[src/rtl/shadow_round_ctrl_pkg.sv]
// shadow_ctrl_pkg: FSM states, default sizing and index-width helpers for the Shadow-512 round controller.
package shadow_ctrl_pkg;
    typedef enum logic [2:0] {S_IDLE, S_ISSUE, S_DRAIN, S_LIN, S_DONE} state_t;
    localparam int D_DEF      = 2;
    localparam int NB_DEF     = 4;
    localparam int NSTEPS_DEF = 6;
    localparam int SB_LAT_DEF = 2;
    localparam int RC_W       = 4;
    function automatic int idx_w(input int n);
        return (n > 1) ? $clog2(n) : 1;
    endfunction
endpackage

[src/rtl/shadow_wb_tracker.sv]
// shadow_wb_tracker: LAT-deep (valid, idx) delay line turning S-box issues into write-back strobes.
module shadow_wb_tracker #(
    parameter int LAT = 2,
    parameter int BW  = 2
)(
    input  logic          clk,
    input  logic          rst_n,
    input  logic          sb_en_i,
    input  logic [BW-1:0] bundle_idx_i,
    output logic          state_we_o,
    output logic [BW-1:0] wb_idx_o
);
    logic [LAT-1:0]         r_v;
    logic [LAT-1:0][BW-1:0] r_idx;
    always_ff @(posedge clk or negedge rst_n) begin
        if (!rst_n) begin
            r_v   <= '0;
            r_idx <= '0;
        end else begin
            r_v[0]   <= sb_en_i;
            r_idx[0] <= bundle_idx_i;
            for (int i = 1; i < LAT; i++) begin
                r_v[i]   <= r_v[i-1];
                r_idx[i] <= r_idx[i-1];
            end
        end
    end
    assign state_we_o = r_v[LAT-1];
    assign wb_idx_o   = r_idx[LAT-1];
endmodule

[src/rtl/shadow_round_ctrl.sv]
// shadow_round_ctrl: sequences bundle issue, S-box drain, linear layer and round constants of masked Shadow-512.
module shadow_round_ctrl
    import shadow_ctrl_pkg::*;
#(
    parameter int d      = D_DEF,
    parameter int NB     = NB_DEF,
    parameter int NSTEPS = NSTEPS_DEF,
    parameter int SB_LAT = SB_LAT_DEF
)(
    input  logic                  clk,
    input  logic                  rst_n,
    input  logic                  start_i,
    output logic                  busy_o,
    output logic                  done_o,
    input  logic                  rnd_valid_i,
    output logic                  rnd_ready_o,
    output logic                  sb_en_o,
    output logic [idx_w(NB)-1:0]  bundle_idx_o,
    output logic                  state_we_o,
    output logic [idx_w(NB)-1:0]  wb_idx_o,
    output logic                  lbox_en_o,
    output logic                  dbox_en_o,
    output logic                  rc_add_en_o,
    output logic [RC_W-1:0]       rc_idx_o
);
    localparam int BW  = idx_w(NB);
    localparam int SW  = idx_w(NSTEPS);
    // Share count does not shape control; it only sanitises the latency used for sizing.
    localparam int LAT = (d > 0 && SB_LAT > 0) ? SB_LAT : 1;
    localparam int DW  = idx_w(LAT);

    state_t        r_state, w_state_n;
    logic [SW-1:0] r_step, w_step_n;
    logic          r_half, w_half_n;
    logic [BW-1:0] r_bidx, w_bidx_n;
    logic [DW-1:0] r_drain, w_drain_n;
    logic          w_sb_en;

    always_ff @(posedge clk or negedge rst_n) begin
        if (!rst_n) begin
            r_state <= S_IDLE;
            r_step  <= '0;
            r_half  <= 1'b0;
            r_bidx  <= '0;
            r_drain <= '0;
        end else begin
            r_state <= w_state_n;
            r_step  <= w_step_n;
            r_half  <= w_half_n;
            r_bidx  <= w_bidx_n;
            r_drain <= w_drain_n;
        end
    end

    always_comb begin
        w_state_n = r_state;
        w_step_n  = r_step;
        w_half_n  = r_half;
        w_bidx_n  = r_bidx;
        w_drain_n = r_drain;
        w_sb_en   = 1'b0;
        case (r_state)
            S_IDLE: if (start_i) begin
                w_step_n  = '0;
                w_half_n  = 1'b0;
                w_bidx_n  = '0;
                w_state_n = S_ISSUE;
            end
            S_ISSUE: if (rnd_valid_i) begin
                w_sb_en = 1'b1;
                if (r_bidx == BW'(NB - 1)) begin
                    w_bidx_n  = '0;
                    w_drain_n = '0;
                    w_state_n = S_DRAIN;
                end else begin
                    w_bidx_n = r_bidx + 1'b1;
                end
            end
            S_DRAIN: begin
                w_drain_n = r_drain + 1'b1;
                w_state_n = (r_drain == DW'(LAT - 1)) ? S_LIN : S_DRAIN;
            end
            S_LIN: begin
                w_half_n  = ~r_half;
                w_state_n = S_ISSUE;
                if (r_half && r_step != SW'(NSTEPS - 1))
                    w_step_n = r_step + 1'b1;
                else if (r_half)
                    w_state_n = S_DONE;
            end
            S_DONE: w_state_n = S_IDLE;
            default: w_state_n = S_IDLE;
        endcase
    end

    assign busy_o       = r_state != S_IDLE;
    assign done_o       = r_state == S_DONE;
    assign sb_en_o      = w_sb_en;
    assign rnd_ready_o  = w_sb_en;
    assign bundle_idx_o = r_bidx;
    assign rc_add_en_o  = r_state == S_LIN;
    assign lbox_en_o    = rc_add_en_o && !r_half;
    assign dbox_en_o    = rc_add_en_o && r_half;
    assign rc_idx_o     = (r_state inside {S_ISSUE, S_DRAIN, S_LIN}) ? RC_W'({r_step, r_half}) : '0;

    shadow_wb_tracker #(.LAT(LAT), .BW(BW)) u_wb (
        .clk          (clk),
        .rst_n        (rst_n),
        .sb_en_i      (w_sb_en),
        .bundle_idx_i (r_bidx),
        .state_we_o   (state_we_o),
        .wb_idx_o     (wb_idx_o)
    );
endmodule

[config.mk]
export PLATFORM = sky130hd
export DESIGN_NAME = shadow_round_ctrl
export DESIGN_NICKNAME = d
export VERILOG_FILES = /design/src/rtl/shadow_round_ctrl_pkg.sv /design/src/rtl/shadow_wb_tracker.sv /design/src/rtl/shadow_round_ctrl.sv
export SDC_FILE = /design/constraint.sdc
export NUM_CORES = 1
export LEC_CHECK = 0
export CAP_MARGIN = 10
export CORE_ASPECT_RATIO = 1.25
export CORE_MARGIN = 2
export CORE_UTILIZATION = 42
export DETAILED_ROUTE_END_ITERATION = 8
export GPL_TIMING_DRIVEN = 1
export PLACE_DENSITY_LB_ADDON = 0.3
export SETUP_SLACK_MARGIN = 0.4
export SKIP_CTS_REPAIR_TIMING = 1
export SYNTH_ARGS = -nofsm -noshare
export SYNTH_HDL_FRONTEND = slang
export SYNTH_SLANG_ARGS = --single-unit
[constraint.sdc]
create_clock -name clk -period 1.45 [get_ports clk]
set_clock_uncertainty 0.2 [all_clocks]
set_input_delay 0.2175 -clock clk [delete_from_list [all_inputs] [get_ports clk]]
set_output_delay 0.2175 -clock clk [all_outputs]
set_load 0.02 [all_outputs]
==> summary.md <==
| Metric | Value |
|---|---|
| Outcome | finished, violations left |
| Failing checks | negative setup slack |
| Tmin final | ~1700 ps |
| Die H | roughly 52 um |
| Cells on worst reg2reg path | 3 |
| Slew @ Worst Pin | between 200 and 250 ps |
| Compound-Gate Fraction of Synth Area | 0.0978 |
| Pre-CTS setup slack | -489 ps |
| Largest net degree at the start of global routing | 17 |
| Worst setup path end | lbox_en_o |
| Setup Crit Path Kind | register to primary output |
| Commonest cells in the netlist | dfrtp_1 (16), nand2_1 (7), nor2_1 (7) |
| Clock buffer depth | 2 |
| Synth area leader | dfrtp_1 |
| Drt first pass iters | 5 |
| Mean routed wirelength per cell | between 10 and 15 um |
| Fillcell total | around 130 |
| Core box area | 1770 um^2 |
| Share of layout cells above drive strength 1 | 0.617 |
| Vias/cell | 5.29 |
| Adder-cell share of the synthesized area | 0.0481 |
| Worst r2r src | r_state[2] |
| Htree depth | 1 |
| Root Buffer | clkbuf_4 |
| Fin. Hold Viols | 0 |
| Area taken by multi-input logic gates | roughly 430 um^2 |
| Yosys warning total | 0 |
| Hold crit path type | input pin to asynchronous set/reset pin |
| Final net count | between 100 and 150 |
| VDD IR max | 0.00148 V |
| Mapped Cells | 75 |
| Ranking of synthesized cells by area | dfrtp_1 (51%), ha_1 (4.8%), nand2_1 (3.4%) |
| Gr usage total | 0.191 |
| CTS tree | yes |
| CTS clk-pin slew, worst paths | about 90 ps |
| Worst-path fanout max | 6 |
| Static Leak | ~0.63 nW |
| Mapped Area | 781 um^2 |
| R2r setup slk | -250 ps |
| Grt ovf | 0 |
| Die X | approximately 43 um |
| Setup WS post-layout | -270 ps |
| Count leader, synth | dfrtp_1 |
| Max-cap violations | 0 |
| Total Wirelength | between 1500 and 2000 um |
| Crit. End Element | primary output |
| Setup violators final | 15 |
| FFs w/ async S/R, synth | 1.00 |
| Mapped Avg Cell Area | approximately 10 um^2 |
| Synth top area share | 0.513 |
| Area added between synthesis and finish | 64.4% |
| Global-route wire length before repair | 3060 um |
| PwrDens | ~1700 nW/um^2 |
| Number of global-route vias before repair | a little under 700 |
| Ant diodes | 0 |
| Max Freq | a little under 600 MHz |
| CP Launch Type | register |
| RSZ-0062 raised after global routing | yes |
| Synth Area in XOR/XNOR | 0 |
| Vias | just over 700 |
| Hpwl dp | between 1000 and 1500 um |
| I/O pin total | 20 |
| 1st-iter DRT viols | 7 |
| Die area | around 2200 um^2 |
| Setup Total Neg Slack | -3170 ps |
| Ys flop type | dfrtp_1 |
| Worst-Skew Late Latency | 290 ps |
| CP required | between 1000 and 1500 ps |
| Synthesized flop and latch total | 16 |
| Final hold slack | ~37 ps |
| Synthesized Nets | 82 |
| Worst path arrival time | 1300 ps |
| EDFF count, synth | 0 |
| Num Clock Sinks | 16 |
| Remaining DRCs | 0 |
| Register area | between 400 and 500 um^2 |
| Post-DRT Antenna Nets | 0 |
| RePlAce Congestion | ~0.76 |
| Final Max Slew Viols | 0 |
| Multiplexer share of the synthesized area | 0.0256 |
| Port Buffers | 19 |
| Initial antenna violation count | 0 |
| Site row count | 17 |
| Initial Util | 0.442 |
| FF-to-FF End | r_step[2] |
| Synth Area in Simple Gates | 0.245 |
| Slew margin rel. | 0.845 |
| Largest family of logic cells by synthesized area | simple AND/OR/NAND/NOR gates |
| Final Cycle Share | 1.19 |
| Distinct cells, synth | 26 |
| Total CTS buffers | 3 |
| Worst setup startpoint | r_state[2] |
| Sequential share of the synthesized area | 0.513 |
-- logic make-up after synthesis --
logic type / Yosys count
AND/OR/NAND/NOR: 33
flip-flops: 16
AO/OA/AOI/OAI: 12
buffers and inverters: 9
adder cells (fa/ha/maj): 3
multiplexers: 2
-- layer usage --
layer | share of wire | up-vias | GRT usage
met2 | 0.53 | 25 | 0.333
met5 | 0 | - | 0
met1 | 0.39 | 339 | 0.213
met3 | 0.038 | 7 | 0.0138
li1 | - | 338 | -
met4 | 0.037 | 0 | 0.156
-- placed cells by master (no fill, tap or decap), types with 2 or more instances in the layout --
cell,count
clkbuf_2,3
clkdlybuf4s50_1,3
buf_6,18
o21ai_1,3
clkbuf_4,4
buf_4,16
and3_4,2
nor2_4,3
dfrtp_2,5
ha_4,2
a21oi_1,3
nor2_1,2
o2bb2ai_1,2
nor2b_1,2
mux2i_1,2
inv_2,3
nand2_2,3
nand2_1,3
and2_1,3
nand4b_1,2
dfrtp_1,11
nand3b_1,2
nor2_2,2
a31oi_1,2
-- metrics by stage --
stage	cell area [um^2]	util	cells	power [mW]
after global placement	1140	0.647	125	1.66
after floorplan	843	-	75	1.25
after global routing	1280	0.727	134	2.32
after detailed placement	1140	0.647	125	1.71
final	1280	0.727	134	2.18
after CTS	1180	0.668	129	2.00
-- power by group --
group,internal (mW),switching (mW)
sequential,0.601,0.116
clock,0.153,0.143
combinational,0.613,0.551
total,1.37,0.810
-- worst max-delay path: stages, from the launching register on --
cell      delay, ps
dfrtp_2         460
nand3b_1        220
buf_6           150
nor2_4           70
buf_6           120
-- worst min path at each step --
stage,startpoint,to,slack [ps],cells after the start
final,rst_n,r_step[2],40,2
after global routing,rst_n,bundle_idx_o[0],40,2
after CTS,rst_n,r_step[2],30,2
after detailed placement,u_wb.r_v[0],u_wb.r_v[1],140,0
after global placement,u_wb.r_idx[1],u_wb.wb_idx_o[1],130,0
after floorplan,rst_n,bundle_idx_o[0],-280,0
-- flip-flops by register name, summed over array words and instances, names as in the netlist --
signal and cells:
u_wb.wb_idx_o 2, r_step 3, r_drain 1, u_wb.r_v 2, u_wb.r_idx 2, r_state 3, bundle_idx_o 2, r_half 1
-- area by class of cell --
cell class	instances	share of cell area
multi-input cells	50	0.331
flip-flops and latches	16	0.317
repair buffers	42	0.296
clock buffers	4	0.0283
well taps	19	0.0185
inverters	3	0.00877
(Power assumes the default switching activity.)
